### config.mk
export PLATFORM = sky130hd
export DESIGN_NAME = serial_mag_comp
export DESIGN_NICKNAME = d
export VERILOG_FILES = /design/src/rtl/comp_pkg.sv /design/src/rtl/comp_bit_cell.sv /design/src/rtl/serial_mag_comp.sv
export SDC_FILE = /design/constraint.sdc
export NUM_CORES = 1
export LEC_CHECK = 0
export ABC_AREA = 1
export BUFFER_PORTS_ARGS = -buffer_cell sky130_fd_sc_hd__buf_4
export CAP_MARGIN = 25
export CORE_MARGIN = 1.5
export CORE_UTILIZATION = 57
export CTS_BUF_LIST = sky130_fd_sc_hd__clkbuf_8
export CTS_CLUSTER_DIAMETER = 150
export DETAILED_ROUTE_END_ITERATION = 12
export GPL_TIMING_DRIVEN = 0
export PLACE_DENSITY = 0.81
export SLEW_MARGIN = 10
export SYNTH_ARGS = -nofsm -noshare
export SYNTH_HDL_FRONTEND = slang
export SYNTH_HIERARCHICAL = 1
export SYNTH_SLANG_ARGS = --single-unit
### constraint.sdc
create_clock -name clk -period 1.6 [get_ports clk]
set_input_delay 0.08 -clock clk [delete_from_list [all_inputs] [get_ports clk]]
set_output_delay 0.08 -clock clk [all_outputs]
set_load 0.005 [all_outputs]
### src/rtl/comp_pkg.sv
// rtl/comp_pkg.sv - shared state encodings and result codes for the serial magnitude comparator
package comp_pkg;

    typedef enum logic [1:0] {
        ST_IDLE  = 2'd0,
        ST_SHIFT = 2'd1,
        ST_DONE  = 2'd2
    } state_t;

    // Result codes packed as {gt, lt, eq}
    localparam logic [2:0] RES_NONE = 3'b000;
    localparam logic [2:0] RES_GT   = 3'b100;
    localparam logic [2:0] RES_LT   = 3'b010;
    localparam logic [2:0] RES_EQ   = 3'b001;

endpackage

### src/rtl/comp_bit_cell.sv
// rtl/comp_bit_cell.sv - combinational 1-bit magnitude compare cell
module comp_bit_cell (
    input  logic i_a,
    input  logic i_b,
    output logic o_gt,
    output logic o_lt,
    output logic o_eq
);

    // Single-bit relations; exactly one output is high
    always_comb begin
        o_gt = i_a & ~i_b;
        o_lt = ~i_a & i_b;
        o_eq = ~(i_a ^ i_b);
    end

endmodule

### src/rtl/serial_mag_comp.sv
// rtl/serial_mag_comp.sv - bit-serial MSB-first magnitude comparator (optional SERIAL_COMP_EARLY_EXIT_EN)
module serial_mag_comp
    import comp_pkg::*;
#(
    parameter int WIDTH = 8
) (
    input  logic             clk,
    input  logic             rst_n,
    input  logic             in_valid,
    output logic             in_ready,
    input  logic [WIDTH-1:0] a,
    input  logic [WIDTH-1:0] b,
    output logic             out_valid,
    input  logic             out_ready,
    output logic             gt,
    output logic             lt,
    output logic             eq
);

    localparam int CW = $clog2(WIDTH + 1);

    state_t           r_state;
    state_t           w_state_nxt;
    logic [WIDTH-1:0] r_sh_a;
    logic [WIDTH-1:0] r_sh_b;
    logic [CW-1:0]    r_cnt;
    logic             r_decided;
    logic             r_dec_gt;
    logic [2:0]       r_res;

    logic             w_bit_gt;
    logic             w_bit_lt;
    logic             w_bit_eq;
    logic             w_hit;
    logic             w_last;
    logic             w_finish;
    logic [2:0]       w_res_nxt;

    comp_bit_cell u_cell (
        .i_a  (r_sh_a[WIDTH-1]),
        .i_b  (r_sh_b[WIDTH-1]),
        .o_gt (w_bit_gt),
        .o_lt (w_bit_lt),
        .o_eq (w_bit_eq)
    );

    // First differing bit wins; counter hitting 1 means this edge consumes the last bit
    always_comb begin
        w_hit  = ~r_decided & ~w_bit_eq;
        w_last = (r_cnt == CW'(1));
`ifdef SERIAL_COMP_EARLY_EXIT_EN
        w_finish = w_last | w_hit;
`else
        w_finish = w_last;
`endif
        if (w_hit)
            w_res_nxt = {w_bit_gt, w_bit_lt, 1'b0};
        else if (r_decided)
            w_res_nxt = r_dec_gt ? RES_GT : RES_LT;
        else
            w_res_nxt = RES_EQ;
    end

    // State register
    always_ff @(posedge clk or negedge rst_n) begin
        if (!rst_n)
            r_state <= ST_IDLE;
        else
            r_state <= w_state_nxt;
    end

    // Next-state decode
    always_comb begin
        w_state_nxt = r_state;
        case (r_state)
            ST_IDLE:  if (in_valid) w_state_nxt = ST_SHIFT;
            ST_SHIFT: if (w_finish) w_state_nxt = ST_DONE;
            ST_DONE:  if (out_ready) w_state_nxt = ST_IDLE;
            default:  w_state_nxt = ST_IDLE;
        endcase
    end

    // Operand shifters, bit counter, decision flag and result register
    always_ff @(posedge clk or negedge rst_n) begin
        if (!rst_n) begin
            r_sh_a    <= '0;
            r_sh_b    <= '0;
            r_cnt     <= '0;
            r_decided <= 1'b0;
            r_dec_gt  <= 1'b0;
            r_res     <= RES_NONE;
        end else begin
            case (r_state)
                ST_IDLE: begin
                    if (in_valid) begin
                        r_sh_a    <= a;
                        r_sh_b    <= b;
                        r_cnt     <= CW'(WIDTH);
                        r_decided <= 1'b0;
                        r_dec_gt  <= 1'b0;
                    end
                end
                ST_SHIFT: begin
                    if (w_hit) begin
                        r_decided <= 1'b1;
                        r_dec_gt  <= w_bit_gt;
                    end
                    r_sh_a <= {r_sh_a[WIDTH-2:0], 1'b0};
                    r_sh_b <= {r_sh_b[WIDTH-2:0], 1'b0};
                    r_cnt  <= r_cnt - CW'(1);
                    if (w_finish)
                        r_res <= w_res_nxt;
                end
                default: ;
            endcase
        end
    end

    // Handshake decode and held result
    always_comb begin
        in_ready  = (r_state == ST_IDLE);
        out_valid = (r_state == ST_DONE);
        gt        = r_res[2];
        lt        = r_res[1];
        eq        = r_res[0];
    end

endmodule
# ---- Word level (Yosys, flattened, before mapping)
# Index checks and enable logic that the tools add are counted.
dict set report op_classes {
  reduce_logical 6
  n_mul 0
  shifts 0
  bitwise 7
  eq_ne 7
  add_sub_neg 1
  n_div 0
  order_cmp 0
  n_mux 18
}
# cell n
set op_table {}
lappend op_table {{case mux 8 bit (2 select lines)} 2}
lappend op_table {{two-way mux 8 bit} 2}
lappend op_table {{two-way mux 3 bit} 3}
lappend op_table {{case mux 4 bit (2 select lines)} 1}
lappend op_table {{two-way mux 2 bit} 3}
lappend op_table {{!= test 2 bit (second input constant)} 3}
lappend op_table {{case mux 2 bit (3 select lines)} 1}
lappend op_table {{AND reduction 3 bit} 2}
lappend op_table {{== test 4 x 1 -> 1 bit (second input constant)} 1}
lappend op_table {{two-way mux 4 bit} 1}
lappend op_table {{case mux 1 bit (2 select lines)} 2}
lappend op_table {{AND reduction 2 bit} 2}
lappend op_table {{subtractor 4 x 1 -> 4 bit (second input constant)} 1}
lappend op_table {{bitwise AND 1 bit} 3}
lappend op_table {{two-way mux 1 bit} 3}
lappend op_table {{inverter 1 bit} 3}
lappend op_table {{== test 2 x 1 -> 1 bit (second input constant)} 1}
lappend op_table {{== test 2 bit (second input constant)} 1}
lappend op_table {{zero test 2 bit} 1}
lappend op_table {{!= test 2 x 1 -> 1 bit (second input constant)} 1}
lappend op_table {{nonzero test 2 bit} 1}
lappend op_table {{XOR 1 bit} 1}
dict set report totals {
  latchBits 0
  ram_bits 0
  out_inout_bits 5
  mem_bits_ro 0
  inputBits 20
  n_memories 0
  register_bits 27
}

# ---- Logic depth before layout (Yosys ltp)
# Gate-level depths: netlist of run 1.
dict set report depth {
  ltp_word 4
  depth_mapped 7
  ltp_nobuf 7
}

# ---- Modules after synthesis
# Netlist of run 1, hierarchy kept.
# module cells_each n_inst seq_area_each_um2 area_each_um2
set by_module_without_submodules {}
lappend by_module_without_submodules {serial_mag_comp 157 1 675.6 1325.0}
lappend by_module_without_submodules {comp_bit_cell 4 1 0.0 32.5}

# ---- Worst setup path before layout of run 1
# OpenSTA, ideal clock, no wires.
dict set report synth_timing {
  path_type {reg-to-reg}
  startpoint {register r_sh_a[7]}
  endpoint {register r_dec_gt}
  path_stages_with_launch 7
  period_less_slack_ns 1.158
  setup_slack_ns 0.442
  required_ns 1.482
  t_arrival_ns 1.040
  path_cell_list {dfrtp_1 > inv_1 > ha_1 > nor2_1 > nand2_1 > nand3_1 > nand2_1}
}
dict set report synth_between {
  elab_chain_cells 4
}
# element line_no
set synth_rtl {}
lappend synth_rtl {{start: declaration} serial_mag_comp.sv:24} ;# logic [WIDTH-1:0] r_sh_a;
lappend synth_rtl {{start signal: assignment} serial_mag_comp.sv:108} ;# r_sh_a <= {r_sh_a[WIDTH-2:0], 1'b0};
lappend synth_rtl {{XOR 1 bit} comp_bit_cell.sv:14} ;# o_eq = ~(i_a ^ i_b);
lappend synth_rtl {{bitwise AND 1 bit} serial_mag_comp.sv:49} ;# w_hit = ~r_decided & ~w_bit_eq;
lappend synth_rtl {{!= test 2 bit (no line)} n/a}
lappend synth_rtl {{AND reduction 3 bit (no line)} n/a}
lappend synth_rtl {{end signal: assignment} serial_mag_comp.sv:106} ;# r_dec_gt <= w_bit_gt;
lappend synth_rtl {{end: declaration} serial_mag_comp.sv:28} ;# logic r_dec_gt;
# Several ways; a longest one is shown, not always the timed one. The select of a mux whose other input is x is not followed.
# A chain may end at the register's enable or synchronous reset.

# ---- Worst setup path in the final report of run 1
dict set report layout_timing {
  startpoint {register r_state[0]}
  endpoint {output in_ready}
}
dict set report layout_between {
  elab_chain_cells 1
}
# element line_no
set layout_rtl {}
lappend layout_rtl {{start: declaration} serial_mag_comp.sv:22} ;# state_t r_state;
lappend layout_rtl {{start signal: assignment} serial_mag_comp.sv:69} ;# r_state <= w_state_nxt;
lappend layout_rtl {{zero test 2 bit} serial_mag_comp.sv:121} ;# in_ready = (r_state == ST_IDLE);
lappend layout_rtl {{end: declaration} serial_mag_comp.sv:10} ;# output logic in_ready,
# No other way between the ends.

==> flow_metrics.py, run 1 <==
metrics = {
    "global_routing": {
        "grt_start_max_net_pins": 28,
        "overflow": 0,
        "grt_first_pass_wirelength_um": 5040,
        "first_global_vias": 1200,
        "track_usage_pct": 25.6,
        "antenna_found_initial": 0,
    },
    "routing": {
        "drtPass1Iterations": 4,
        "drt_drc_violations_left": 0,
        "ant_nets": 0,
        "wl_um": 2950,
        "routedWlPerCell_um": 13.5,
        "vias": 1178,
        "drt-vias-per-instance": 5.38,
        "dr.first_iter.drc_count": 52,
    },
    "clocking": {
        "tritoncts": "yes",
        "clk_pin_slew_worst_paths_ps": 90,
        "worstSkewPairLatency_ps": 270,
        "cts_buffer_depth": 2,
        "tritoncts_num_sinks": 27,
        "cts.root.buffer_cell": "clkbuf_8",
        "cts-resized-gates": 0,
        "tritoncts.num_buffers": 3,
        "cts_htree_levels": 1,
    },
    "synth": {
        "synth.top_cells.by_area": "dfrtp_1, nand3_1, nand2_1, ha_1, buf_6",
        "synth_most_common_cell": "nand3_1",
        "postSynthRegisterBits": 27,
        "synth_edf_count": 0,
        "ys_dominant_reg_cell": "dfrtp_1",
        "postSynthNetCount": 185,
        "synth_top_cell_by_area": "dfrtp_1",
        "yosysUniqueCellTypes": 18,
        "synth_commonest_cells": "nand3_1, nand2_1, dfrtp_1",
        "ys_warn_count": 6,
        "asyncSetResetFlopFracSynth_pct": 100,
        "proportion_of_synthesized_chip_area_in_sequential_cells_pct": 49.8,
        "synth.cell_area_sq_um": 1360,
        "synth_largest_type_area_fraction_pct": 49.8,
        "synth.avg_cell_area_sq_um": 8.43,
        "synthesized_instance_count": 161,
    },
    "final_layout": {
        "multiInputGateArea_sq_um": 577,
        "final_area_sq_um": 1640,
        "n_fill_cell": 178,
        "final-seq-area_sq_um": 676,
        "areaGrowthSynthToFinish_pct": 20.8,
        "post_route_cells_drive_above_1_share_pct": 21.5,
        "antenna_cells_inserted": 0,
        "final_nets": 216,
    },
    "pwr": {
        "p_per_area_nw_per_um2": 1760,
        "p_leak_nw": 0.868,
        "max-vdd-ir-drop_mv": 1.04,
    },
    "worst_setup_path": {
        "timing.rr.start": "r_sh_a[7]",
        "critical_path_arrival_ps": 1330,
        "reg2reg_setup_slack_ps": 310,
        "end_kind": "output port",
        "crit_type": "reg2out",
        "critPathMaxFanout": 10,
        "worst_ep_required_time_ps": 1520,
        "worst_setup_path_start_kind": "register",
        "rr_endpoint": "r_res[1]",
        "r2r.worst_path.cells": 7,
    },
    "min_path": {
        "min_to": "r_sh_a[0]",
        "hold_path_depth": 3,
        "hold_class": "in2reg",
        "origin_of_the_worst_min_delay_path": "a[0]",
    },
    "timing": {
        "setup_total_negative_slack_ps": 0,
        "fmax_mhz": 707,
        "min_period_over_period_pct": 88.4,
        "final_critical_delay_including_setup_and_external_delays_ps": 1410,
        "worst_slew_pin_slew_ps": 337,
        "final-max-slew-violation-count": 0,
        "fin_worst_skew_ps": 5.01,
        "max-slew-margin-rel_pct": 77.5,
        "report.final.setup_viol": 0,
        "final_hold_viol_count": 0,
        "rsz0062_at_grt": "false",
    },
    "floorplan": {
        "fp.dieArea_sq_um": 2680,
        "total_number_of_placement_rows": 17,
        "placeableCoreArea_sq_um": 2230,
        "io_pins": 25,
        "effective_utilization_at_floorplan_pct": 60.8,
        "chipHeight_um": 51.8,
        "fp.dieW_um": 51.8,
    },
    "outcome": {
        "status": "finished, final reports clean",
    },
    "place": {
        "dpl-instance-area_sq_um": 1570,
        "numPortBuffers": 23,
        "gpl.final_weighted_congestion": 0.786,
        "dp.final_hpwl_um": 2050,
    },
    "job": {
        "maxCapViolCount": 0,
    },
}
[where the power goes]
part / internal, mW / total [mW] / leakage (nW) / switching, mW
Combinational: 0.553 / 1.32 / 0.496 / 0.769
Clock: 0.172 / 0.379 / 0.0269 / 0.207
Sequential: 0.965 / 1.18 / 0.345 / 0.219
[registers in the layout, indices dropped and copies added (netlist names)]
| name | cells |
|---|---|
| r_sh_b | 8 |
| r_dec_gt | 1 |
| r_res | 3 |
| r_cnt | 4 |
| r_decided | 1 |
| r_state | 2 |
| r_sh_a | 8 |
[per-stage QoR]
step                instances  hold WS [ps]  utilization, %  power (mW)  worst slack (ps)
floorplan                 161          -216               -        2.12               442
global placement          212          6.27            70.1        2.43               373
detailed placement        212          10.2            70.1        2.49               347
CTS                       219          1.61            73.4        2.89               182
global route              219          11.5            73.4        3.11               126
finish                    219          16.0            73.4        2.88               185
[repair_timing]
item	CTS	global route
hold endpoints to repair	29	0
hold buffers	3	0
buffers inserted	0	0
[per-layer routing]
layer | vias to the layer above | share of wire (%) | global-route usage (%)
li1 | 586 | - | -
met1 | 550 | 43 | 28.8
met2 | 37 | 51 | 47.9
met3 | 5 | 5.0 | 3.45
met4 | 0 | 1.5 | 11.0
met5 | - | 0 | 0
[worst max-delay path, cell delays in order, from the launching register on]
cell and delay (ps):
dfrtp_1 470, nor2_4 220, buf_2 240, buf_4 140
[final cells by class]
class / count / area share [%]
timing repair buffer: 26 / 12.4
clock inverter: 1 / 0.229
inverter: 10 / 2.29
clock buffer: 3 / 2.52
buffer: 8 / 4.12
sequential: 27 / 41.2
tap: 28 / 2.14
multi-input combinational: 116 / 35.2
[cell usage in the layout, fill, tap and decap left out]
| master | count |
|---|---|
| nand3_1 | 50 |
| nand2_1 | 46 |
| dfrtp_1 | 27 |
| buf_4 | 24 |
| inv_1 | 9 |
| nor2_1 | 6 |
| buf_6 | 4 |
| ha_1 | 4 |
| buf_2 | 3 |
| clkbuf_8 | 3 |
| dlygate4sd3_1 | 3 |
| nor2_4 | 2 |
| inv_2 | 2 |
| o21ai_1 | 2 |
| nand2_2 | 1 |
| nand2_4 | 1 |
| o31ai_1 | 1 |
| nand3_2 | 1 |
| nand4_1 | 1 |
| nand3b_1 | 1 |
[kinds of logic (layout without fill, tap and decap cells)]
kind of cell	count (synthesis)	count (layout)	synth area share, %
fa+ha+maj	4	4	3.69
compound gates	3	3	1.29
buf+inv	18	48	7.74
simple gates	109	109	37.5
flops	27	27	49.8
[worst max-delay path by stage]
stage | start | end | slack (ps)
2_1_floorplan | r_sh_a[7] | r_dec_gt | 440
3_3_place_gp | r_sh_a[7] | r_dec_gt | 370
3_5_place_dp | r_sh_a[7] | r_dec_gt | 350
4_1_cts | r_state[0] | in_ready | 180
5_1_grt | r_state[0] | in_ready | 130
6_report | r_state[0] | in_ready | 190
No activity file was read; power rests on OpenSTA's default activity.
==> run 2, diff against run 1 <==
--- a/config.mk
+++ b/config.mk
@@ -8,6 +8,7 @@
 export ABC_AREA = 1
 export BUFFER_PORTS_ARGS = -buffer_cell sky130_fd_sc_hd__buf_4
 export CAP_MARGIN = 25
+export CORE_ASPECT_RATIO = 0.75
 export CORE_MARGIN = 1.5
 export CORE_UTILIZATION = 57
 export CTS_BUF_LIST = sky130_fd_sc_hd__clkbuf_8
==> flow_metrics.py, run 2 (synthesized netlist as in run 1, its figures left out) <==
metrics = {
    "global_routing": {
        "grt_start_max_net_pins": 28,
        "globalRouteMet3Util_pct": 6.02,
        "antenna_found_initial": 0,
        "grt-busiest-layer": "met2",
        "overflow": 0,
        "first_global_vias": 1094,
        "use_met2_pct": 40.9,
        "track_usage_pct": 23.5,
        "grt_first_pass_wirelength_um": 4660,
        "grt_use_met1_pct": 30.3,
    },
    "routing": {
        "routedWlPerCell_um": 12.4,
        "ant_nets": 0,
        "drt-vias-per-instance": 5.21,
        "drt_drc_violations_left": 0,
        "dr.first_iter.drc_count": 68,
        "wl_um": 2790,
        "drtPass1Iterations": 4,
        "vias": 1173,
    },
    "worst_setup_path": {
        "critical_path.n_buffers_inverters": 2,
        "worst_setup_path_start_kind": "register",
        "worst_ep_required_time_ps": 1520,
        "cp_cell_sequence": "nor2_4, buf_2, buf_4",
        "slowest_delay_ps": 460,
        "critical_path_arrival_ps": 1340,
        "end_kind": "output port",
        "critPathMaxFanout": 10,
        "crit_path_top_delay_cell": "dfrtp_1",
        "path_delay_family": "flip-flops",
        "crit_type": "reg2out",
    },
    "final_layout": {
        "most_common_library_cell_in_the_layout_ignoring_fill_and_taps": "nand3_1",
        "final_area_sq_um": 1650,
        "final_nets": 216,
        "post_route_cells_drive_above_1_share_pct": 21.5,
        "layout.cells.most_common_list": "nand3_1, nand2_1, dfrtp_1, buf_4, inv_1",
        "areaGrowthSynthToFinish_pct": 21.4,
        "largest_regs": "r_sh_a: 8 flops, r_sh_b: 8 flops, r_cnt: 4 flops",
        "antenna_cells_inserted": 0,
    },
    "timing": {
        "final-max-slew-violation-count": 0,
        "worst_slew_pin_slew_ps": 347,
        "fin_worst_skew_ps": 4.05,
        "min_period_over_period_pct": 88.8,
        "max-slew-margin-rel_pct": 76.9,
        "report.final.setup_viol": 0,
        "final.setup.worst_slack_ps": 180,
        "final_critical_delay_including_setup_and_external_delays_ps": 1420,
        "setup_total_negative_slack_ps": 0,
        "final_hold_viol_count": 0,
        "fmax_mhz": 704,
        "rsz0062_at_grt": "false",
    },
    "floorplan": {
        "fp.dieW_um": 59.4,
        "effective_utilization_at_floorplan_pct": 59.8,
        "total_number_of_placement_rows": 15,
        "fp.dieArea_sq_um": 2690,
        "placeableCoreArea_sq_um": 2270,
        "chipHeight_um": 45.3,
        "io_pins": 25,
    },
    "pwr": {
        "p_per_area_nw_per_um2": 1740,
        "max-vdd-ir-drop_mv": 1.13,
        "p_leak_nw": 0.868,
        "total_power_mw": 2.87,
    },
    "place": {
        "numPortBuffers": 23,
        "dp.final_hpwl_um": 2060,
        "dpl-instance-area_sq_um": 1570,
        "dp_worst_setup_slack_ps": 313,
        "gpl.final_weighted_congestion": 0.782,
    },
    "clocking": {
        "tritoncts_num_sinks": 27,
        "cts.root.buffer_cell": "clkbuf_8",
        "worstSkewPairLatency_ps": 270,
        "cts_htree_levels": 1,
        "clk_pin_slew_worst_paths_ps": 80,
        "cts_buffer_depth": 2,
        "tritoncts": "yes",
        "post_cts_buffers": 0,
        "tritoncts.num_buffers": 3,
    },
    "min_path": {
        "hold_class": "in2reg",
    },
    "outcome": {
        "status": "finished, final reports clean",
    },
    "job": {
        "maxCapViolCount": 0,
    },
}
## run 2: layer usage
metal,share of wire (%),vias to the layer above,wire length [um]
li1,-,590,-
met1,43,548,1210
met2,51,33,1420
met3,5.5,2,154
met4,0.47,0,13
met5,0,-,0
## run 2: path summary, 6_finish.rpt
kind / to / startpoint / slack [ps] / cells past startpoint
hold / removal: r_sh_a[0] / a[0] / 10 / 3
setup / recovery: in_ready / r_state[0] / 180 / 3
max in group asynchronous: r_sh_b[2] / rst_n / 1090 / 2
hold reg to reg: r_res[0] / r_res[0] / 490 / 2
min in group asynchronous: r_sh_b[6] / rst_n / 250 / 2
setup reg to reg: r_res[1] / r_sh_a[7] / 280 / 7
## run 2: where the power goes
| group | switching [mW] | total (mW) | internal [mW] |
|---|---|---|---|
| logic | 0.762 | 1.32 | 0.555 |
| clock network | 0.200 | 0.372 | 0.172 |
| registers | 0.213 | 1.18 | 0.964 |
| total | 1.18 | 2.87 | 1.69 |
## run 2: timing repair
| item | 4_1_cts | 5_1_grt |
|---|---|---|
| endpoints found under the hold margin | 29 | 0 |
| resized for setup | 0 | 0 |
| hold buffers | 3 | 0 |
| endpoints found under the setup margin | 0 | 0 |
## run 2: final cells by class
cell class / count / area (sq um)
Sequential cell: 27 / 676
Fill cell: 182 / 623
Multi-Input combinational cell: 116 / 577
Timing Repair Buffer: 26 / 203
Buffer: 8 / 67.6
Tap cell: 34 / 42.5
Clock buffer: 3 / 41.3
Inverter: 10 / 37.5
Clock inverter: 1 / 3.75
## run 2: metrics by stage
step / hold slack [ps] / utilization (%) / std cells
floorplan: -216 / - / 161
global placement: 8.87 / 69.3 / 218
detailed placement: 14.5 / 69.3 / 218
CTS: 13.1 / 72.6 / 225
global route: 18.6 / 72.6 / 225
finish: 10.5 / 72.6 / 225
## run 2: worst min-delay path: cells and delay by family
family / cells / cell delay [ps]
and+or+nand+nor: 2 / 100
buffers and inverters: 1 / 70
